File: src/rtl/call_request_queue_if.sv
// Button inputs and request-FIFO handshake between the call-button panel and the
// downstream elevator controller.
interface call_request_queue_if;
  logic [5:0] f;
  logic [9:0] du;
  logic       clr;
  logic       req_ready;
  logic [2:0] req_floor;
  logic       req_valid;
  logic [5:0] pending;
  logic [2:0] count;
  logic       full;

  modport master (
    output f, du, clr, req_ready,
    input  req_floor, req_valid, pending, count, full
  );

  modport slave (
    input  f, du, clr, req_ready,
    output req_floor, req_valid, pending, count, full
  );
endinterface

File: src/rtl/call_request_queue.sv
// Edge-detects cabin and hall calls, de-duplicates them per floor and queues them
// in arrival order (lowest floor first within one cycle) for the controller.
module call_request_queue #(
  parameter int unsigned DEPTH = 4
) (
  input logic                  clk,
  input logic                  rst,
  call_request_queue_if.slave  bus
);
  localparam int unsigned PtrW = (DEPTH > 1) ? $clog2(DEPTH) : 1;
  typedef logic [PtrW-1:0] ptr_t;

  logic [5:0]       hit, hit_q, rise, accept;
  logic [5:0]       stage_q, stage_d;
  logic [5:0]       fifo_bits, push_bit, pop_bit;
  logic             arm_q;
  logic [2:0]       mem_q [DEPTH];
  logic [DEPTH-1:0] vld_q;
  ptr_t             rd_q, wr_q;
  logic [2:0]       count_q;
  logic [2:0]       push_floor;
  logic             push, pop;

  function automatic ptr_t ptr_next(input ptr_t p);
    return (p == ptr_t'(DEPTH - 1)) ? '0 : p + 1'b1;
  endfunction

  // U6 and D1 do not exist.
  always_comb begin
    hit[0] = bus.f[0] | bus.du[0];
    hit[1] = bus.f[1] | bus.du[1] | bus.du[5];
    hit[2] = bus.f[2] | bus.du[2] | bus.du[6];
    hit[3] = bus.f[3] | bus.du[3] | bus.du[7];
    hit[4] = bus.f[4] | bus.du[4] | bus.du[8];
    hit[5] = bus.f[5] | bus.du[9];
  end

  // arm_q masks the first cycle after reset so buttons held through reset are not edges.
  assign rise = hit & ~hit_q & {6{arm_q}};

  always_comb begin
    fifo_bits = '0;
    for (int i = 0; i < int'(DEPTH); i++) begin
      if (vld_q[i]) fifo_bits = fifo_bits | (6'b1 << (mem_q[i] - 3'd1));
    end
  end

  assign bus.pending   = stage_q | fifo_bits;
  assign bus.count     = count_q;
  assign bus.req_valid = (count_q != 3'd0);
  assign bus.full      = (count_q == 3'(DEPTH));
  assign bus.req_floor = vld_q[rd_q] ? mem_q[rd_q] : 3'd0;

  assign pop     = bus.req_valid & bus.req_ready & ~bus.clr;
  assign pop_bit = pop ? (6'b1 << (bus.req_floor - 3'd1)) : 6'b0;

  always_comb begin
    push_floor = 3'd0;
    push_bit   = 6'b0;
    for (int i = 5; i >= 0; i--) begin
      if (stage_q[i]) begin
        push_floor = 3'(i + 1);
        push_bit   = 6'b1 << i;
      end
    end
  end

  assign push = (|stage_q) & (~bus.full | pop) & ~bus.clr;

  // A floor leaving the FIFO this cycle may be re-requested in the same cycle.
  assign accept = rise & ~(bus.pending & ~pop_bit);

  always_comb begin
    stage_d = '0;
    if (!bus.clr) stage_d = (stage_q & ~(push ? push_bit : 6'b0)) | accept;
  end

  always_ff @(posedge clk or posedge rst) begin
    if (rst) begin
      hit_q   <= '0;
      arm_q   <= 1'b0;
      stage_q <= '0;
      vld_q   <= '0;
      rd_q    <= '0;
      wr_q    <= '0;
      count_q <= '0;
      for (int i = 0; i < int'(DEPTH); i++) mem_q[i] <= '0;
    end else begin
      hit_q   <= hit;
      arm_q   <= 1'b1;
      stage_q <= stage_d;
      if (bus.clr) begin
        vld_q   <= '0;
        rd_q    <= '0;
        wr_q    <= '0;
        count_q <= '0;
      end else begin
        if (pop) begin
          vld_q[rd_q] <= 1'b0;
          rd_q        <= ptr_next(rd_q);
        end
        // Set after the pop clear so a full-queue push+pop on the same slot keeps it valid.
        if (push) begin
          vld_q[wr_q] <= 1'b1;
          mem_q[wr_q] <= push_floor;
          wr_q        <= ptr_next(wr_q);
        end
        if (push && !pop)      count_q <= count_q + 3'd1;
        else if (pop && !push) count_q <= count_q - 3'd1;
      end
    end
  end
endmodule

File: src/flat_wrapper.sv
// flat-port wrapper written by rule: the top's interface ports become plain ports
module call_request_queue_flat 
#(
  parameter int unsigned DEPTH = 4
)
  (clk, rst, bus_f, bus_du, bus_clr, bus_req_ready, bus_req_floor, bus_req_valid, bus_pending, bus_count, bus_full);
  call_request_queue_if bus_i ();
  input logic clk;
  input logic rst;
  input wire logic [$bits(bus_i.f)-1:0] bus_f;
  input wire logic [$bits(bus_i.du)-1:0] bus_du;
  input wire logic [$bits(bus_i.clr)-1:0] bus_clr;
  input wire logic [$bits(bus_i.req_ready)-1:0] bus_req_ready;
  output wire logic [$bits(bus_i.req_floor)-1:0] bus_req_floor;
  output wire logic [$bits(bus_i.req_valid)-1:0] bus_req_valid;
  output wire logic [$bits(bus_i.pending)-1:0] bus_pending;
  output wire logic [$bits(bus_i.count)-1:0] bus_count;
  output wire logic [$bits(bus_i.full)-1:0] bus_full;
  assign bus_i.f = bus_f;
  assign bus_i.du = bus_du;
  assign bus_i.clr = bus_clr;
  assign bus_i.req_ready = bus_req_ready;
  assign bus_req_floor = bus_i.req_floor;
  assign bus_req_valid = bus_i.req_valid;
  assign bus_pending = bus_i.pending;
  assign bus_count = bus_i.count;
  assign bus_full = bus_i.full;
  call_request_queue #(.DEPTH(DEPTH)) u_core (.clk(clk), .rst(rst), .bus(bus_i));
endmodule
File: config.mk
export PLATFORM = sky130hd
export DESIGN_NAME = call_request_queue_flat
export DESIGN_NICKNAME = d
export VERILOG_FILES = /design/src/rtl/call_request_queue_if.sv /design/src/rtl/call_request_queue.sv /design/src/flat_wrapper.sv
export SDC_FILE = /design/constraint.sdc
export NUM_CORES = 1
export LEC_CHECK = 0
export ABC_AREA = 1
export CAP_MARGIN = 20
export CORE_MARGIN = 4
export CORE_UTILIZATION = 49
export CTS_CLUSTER_DIAMETER = 120
export DETAILED_ROUTE_END_ITERATION = 8
export GPL_TIMING_DRIVEN = 0
export PLACE_DENSITY = 0.76
export SLEW_MARGIN = 30
export SYNTH_ARGS = -nofsm -noshare
export SYNTH_HDL_FRONTEND = slang
export SYNTH_SLANG_ARGS = --single-unit
File: constraint.sdc
create_clock -name clk -period 2 [get_ports clk]
set_input_delay 0.6 -clock clk [delete_from_list [all_inputs] [get_ports clk]]
set_output_delay 0.6 -clock clk [all_outputs]
set_load 0.02 [all_outputs]
==> impl_results.md <==
* Outcome: finished, violations left
* Violated checks: negative setup slack
* Worst Setup End Kind: primary output
* Yosys warnings at 0
* GPL Wtd Cong at 0.902
* Pin count of the biggest net entering global routing at 37
* Die area at 5820 µm²
* Final WS setup at -0.0168 ns
* CP Max Fanout at 5
* Pwr per Cell Area at 1180 nW/µm²
* Placement Rows at 24
* Largest family of logic cells by synthesized area: simple AND/OR/NAND/NOR gates
* Hpwl dp at 4380 µm
* Clk root buf: clkbuf_8
* Synth cell count leaders: 73 x nand2_1, 39 x inv_1, 36 x dfrtp_1
* Seq cells post-synth at 36
* Total power at 3730 µW
* Post-route cell area at 3150 µm²
* Total clock sinks at 36
* Clk pin slew, worst setup/hold paths at 0.08 ns
* GR Overflow Total at 0
* Area added between synthesis and finish at 37.8%
* CTS tree: yes
* Slowest CP cell: dfrtp_2
* Die width at 76.3 µm
* Critical path startpoint: u_core.rd_q[0]
* CTS Buffer Depth at 2
* Final net count at 388
* Slew Limit Fails at 0
* Slack of the worst reg-to-reg path at 0.13 ns
* Top-count cell post-synth: nand2_1
* Endpoints failing hold at 0
* Slew HR at 49.3%
* Cells along the critical path: buf_6 > nand2_4 > nand3_2 > nand2_4 > nor2_4 > buf_6
* Worst-margin pin slew at 0.759 ns
* Ys flop type: dfrtp_1
* Adder-cell share of the synthesized area at 5.25%
* Final Util at 70.9%
* Worst r2r path cells at 11
* CP arrival at 1.42 ns
* Worst R2R End: u_core.bus.count[2]
* Final WL at 6400 µm
* VDD IR-drop max at 0.646 mV
* Cell area after synthesis at 2290 µm²
* Period Utilization, post-route at 101%
* Final min period at 2.02 ns
* Io pins at 34
* Area fraction in compound gates after synthesis at 9.90%
* Post-synth EDFFs at 0
* Initial drt markers at 209
* Post-synth ARST share at 100%
* Sequential area share after synthesis at 39.4%
* GRT Overall Usage at 22.1%
* CP required at 1.40 ns
* Worst Setup EP: bus_req_floor[2]
* Setup-failing EPs final at 3
* Initial Util at 51.5%
* Cells after Synth at 299
* Std-Cell Core Area at 4440 µm²
* Largest cells by area after synthesis: dfrtp_1 39%, nand2_1 12%, inv_1 6.4%, nand3_1 5.7%, nand4_1 4.6%
* Yosys top cell area share at 39.4%
* Clk_lat worst skew at 0.30 ns
* Vias per cell at 5.65
* Max Cap Viol at 0
* Cts hold-fix bufs at 0
* Post-Place Worst Slack at -0.434 ns
* Antenna viol nets, final at 0
* Initial antenna violation count at 0
* Post-route DRC violation count at 0
* Hold WC Path Type: reg -> reg
* Simple-Gate Fraction of Synth Area at 35.7%
* Fmax at 496 MHz
* Vias at 2327
* N_diodes at 0
* Drt first pass iters at 6
* Port bufs at 32
* RSZ-0062 raised after global routing: true
* FILL cells at 348
* Xor/xnor share of the synthesized area at 0.766%
* First-pass GRT wire length at 10100 µm
* Post-Syn Nets at 328
* Clock Skew at 0.00779 ns
* CP Launch Type: register
* Die extent in y at 76.3 µm
* H-tree Lvls at 2
* DR WL/cell at 15.5 µm
* Vias in the first global route at 2069
* Crit Path Category: reg -> out
* Mapped Avg Cell Area at 7.65 µm²
* Cell variety after synth at 33
* Cell Area, Placed at 2690 µm²
* Mux cell area share after synthesis at 0%
* Pleak at 0.00145 µW
* Crit-path max cell delay at 0.48 ns
* CTS Buf Count at 5
* Layout cells sized above 1 at 30.8%
* TNS Setup at -0.0373 ns
* RR Startpoint: u_core.bus.count[1]
* Cell taking the most area after synthesis: dfrtp_1
-- through the flow --
stage          hold WS, ns  cells
3_5_place_dp         0.496    383
6_report             0.511    412
2_1_floorplan        0.482    299
5_1_grt              0.530    412
4_1_cts              0.507    400
3_3_place_gp         0.492    383
-- how the worst min path moves through the flow --
stage                               start                 to  slack [ns]  cells after the start
after floorplan           u_core.hit_q[3]  u_core.stage_q[3]        0.48                      3
after CTS                 u_core.hit_q[5]  u_core.stage_q[5]        0.51                      3
after detailed placement  u_core.hit_q[5]  u_core.stage_q[5]        0.50                      3
after global placement    u_core.hit_q[3]  u_core.stage_q[3]        0.49                      3
final                     u_core.hit_q[3]  u_core.stage_q[3]        0.51                      3
after global routing              bus_clr  u_core.stage_q[2]        0.53                      2
-- area by class of cell --
type,instances,area (µm²),area share (%)
buffer,4,46.3,1.47
clock buffer,5,68.8,2.18
clock inverter,3,90.1,2.86
inverter,43,166,5.28
multi-input combinational,216,1330,42.3
sequential,36,913,29.0
tap,52,65.1,2.06
timing repair buffer,52,462,14.6
timing repair inverter,1,7.51,0.238
-- cells by family (layout without fill, tap and decap cells) --
group           after synthesis  in the layout
xor+xnor                      2              2
fa+ha+maj                     9              9
flops                        36             36
simple gates                163            163
compound gates               41             41
buf+inv                      47            108
other cells                   1              1
-- placed cells by master (no fill, tap or decap), drive strengths merged --
cell            n
xor2            1
or3             4
buf            33
a31oi           1
nor2           25
inv            43
dlygate4sd2     3
o22ai           2
fa              1
bufinv          3
o21ai          25
nor3            7
o21a            1
dfrtp          36
nand4          17
clkdlybuf4s50  20
xnor2           1
clkinvlp        1
ha              8
conb            1
nand3          28
clkbuf          5
nand2          77
a31o            4
nand3b          1
nor3b           4
a21oi           8
-- worst max-delay path, delay by kind of cell (launching register included) --
kind | cells | cell delay, ns
DFF | 1 | 0.48
and+or+nand+nor | 4 | 0.36
buffers and inverters | 2 | 0.29
-- sequential cells by signal, indices dropped and copies added, names as in the netlist --
name / flops
u_core.vld_q: 4
u_core.rd_q: 2
u_core.hit_q: 6
u_core.mem_q: 12
u_core.bus.count: 3
u_core.stage_q: 6
u_core.wr_q: 2
u_core.arm_q: 1
-- layer usage --
layer	GRT usage (%)	share of wire [%]	wire, µm
met4	8.70	1.6	102
met5	0	0	0
met1	29.6	43	2750
met3	4.14	6.7	428
met2	35.5	49	3130
-- power breakdown --
| group | internal [µW] | switching, µW | total, µW |
|---|---|---|---|
| Combinational | 696 | 959 | 1650 |
| Sequential | 906 | 257 | 1160 |
| Clock | 624 | 288 | 912 |
-- what timing repair did --
| item | CTS | global route |
|---|---|---|
| buffers inserted | 7 | 12 |
| gates resized for setup | 64 | 43 |
| endpoints found under the setup margin | 12 | 10 |
| cloned | 2 | 0 |
| pin swaps | 7 | 24 |
(Power assumes the default switching activity.)
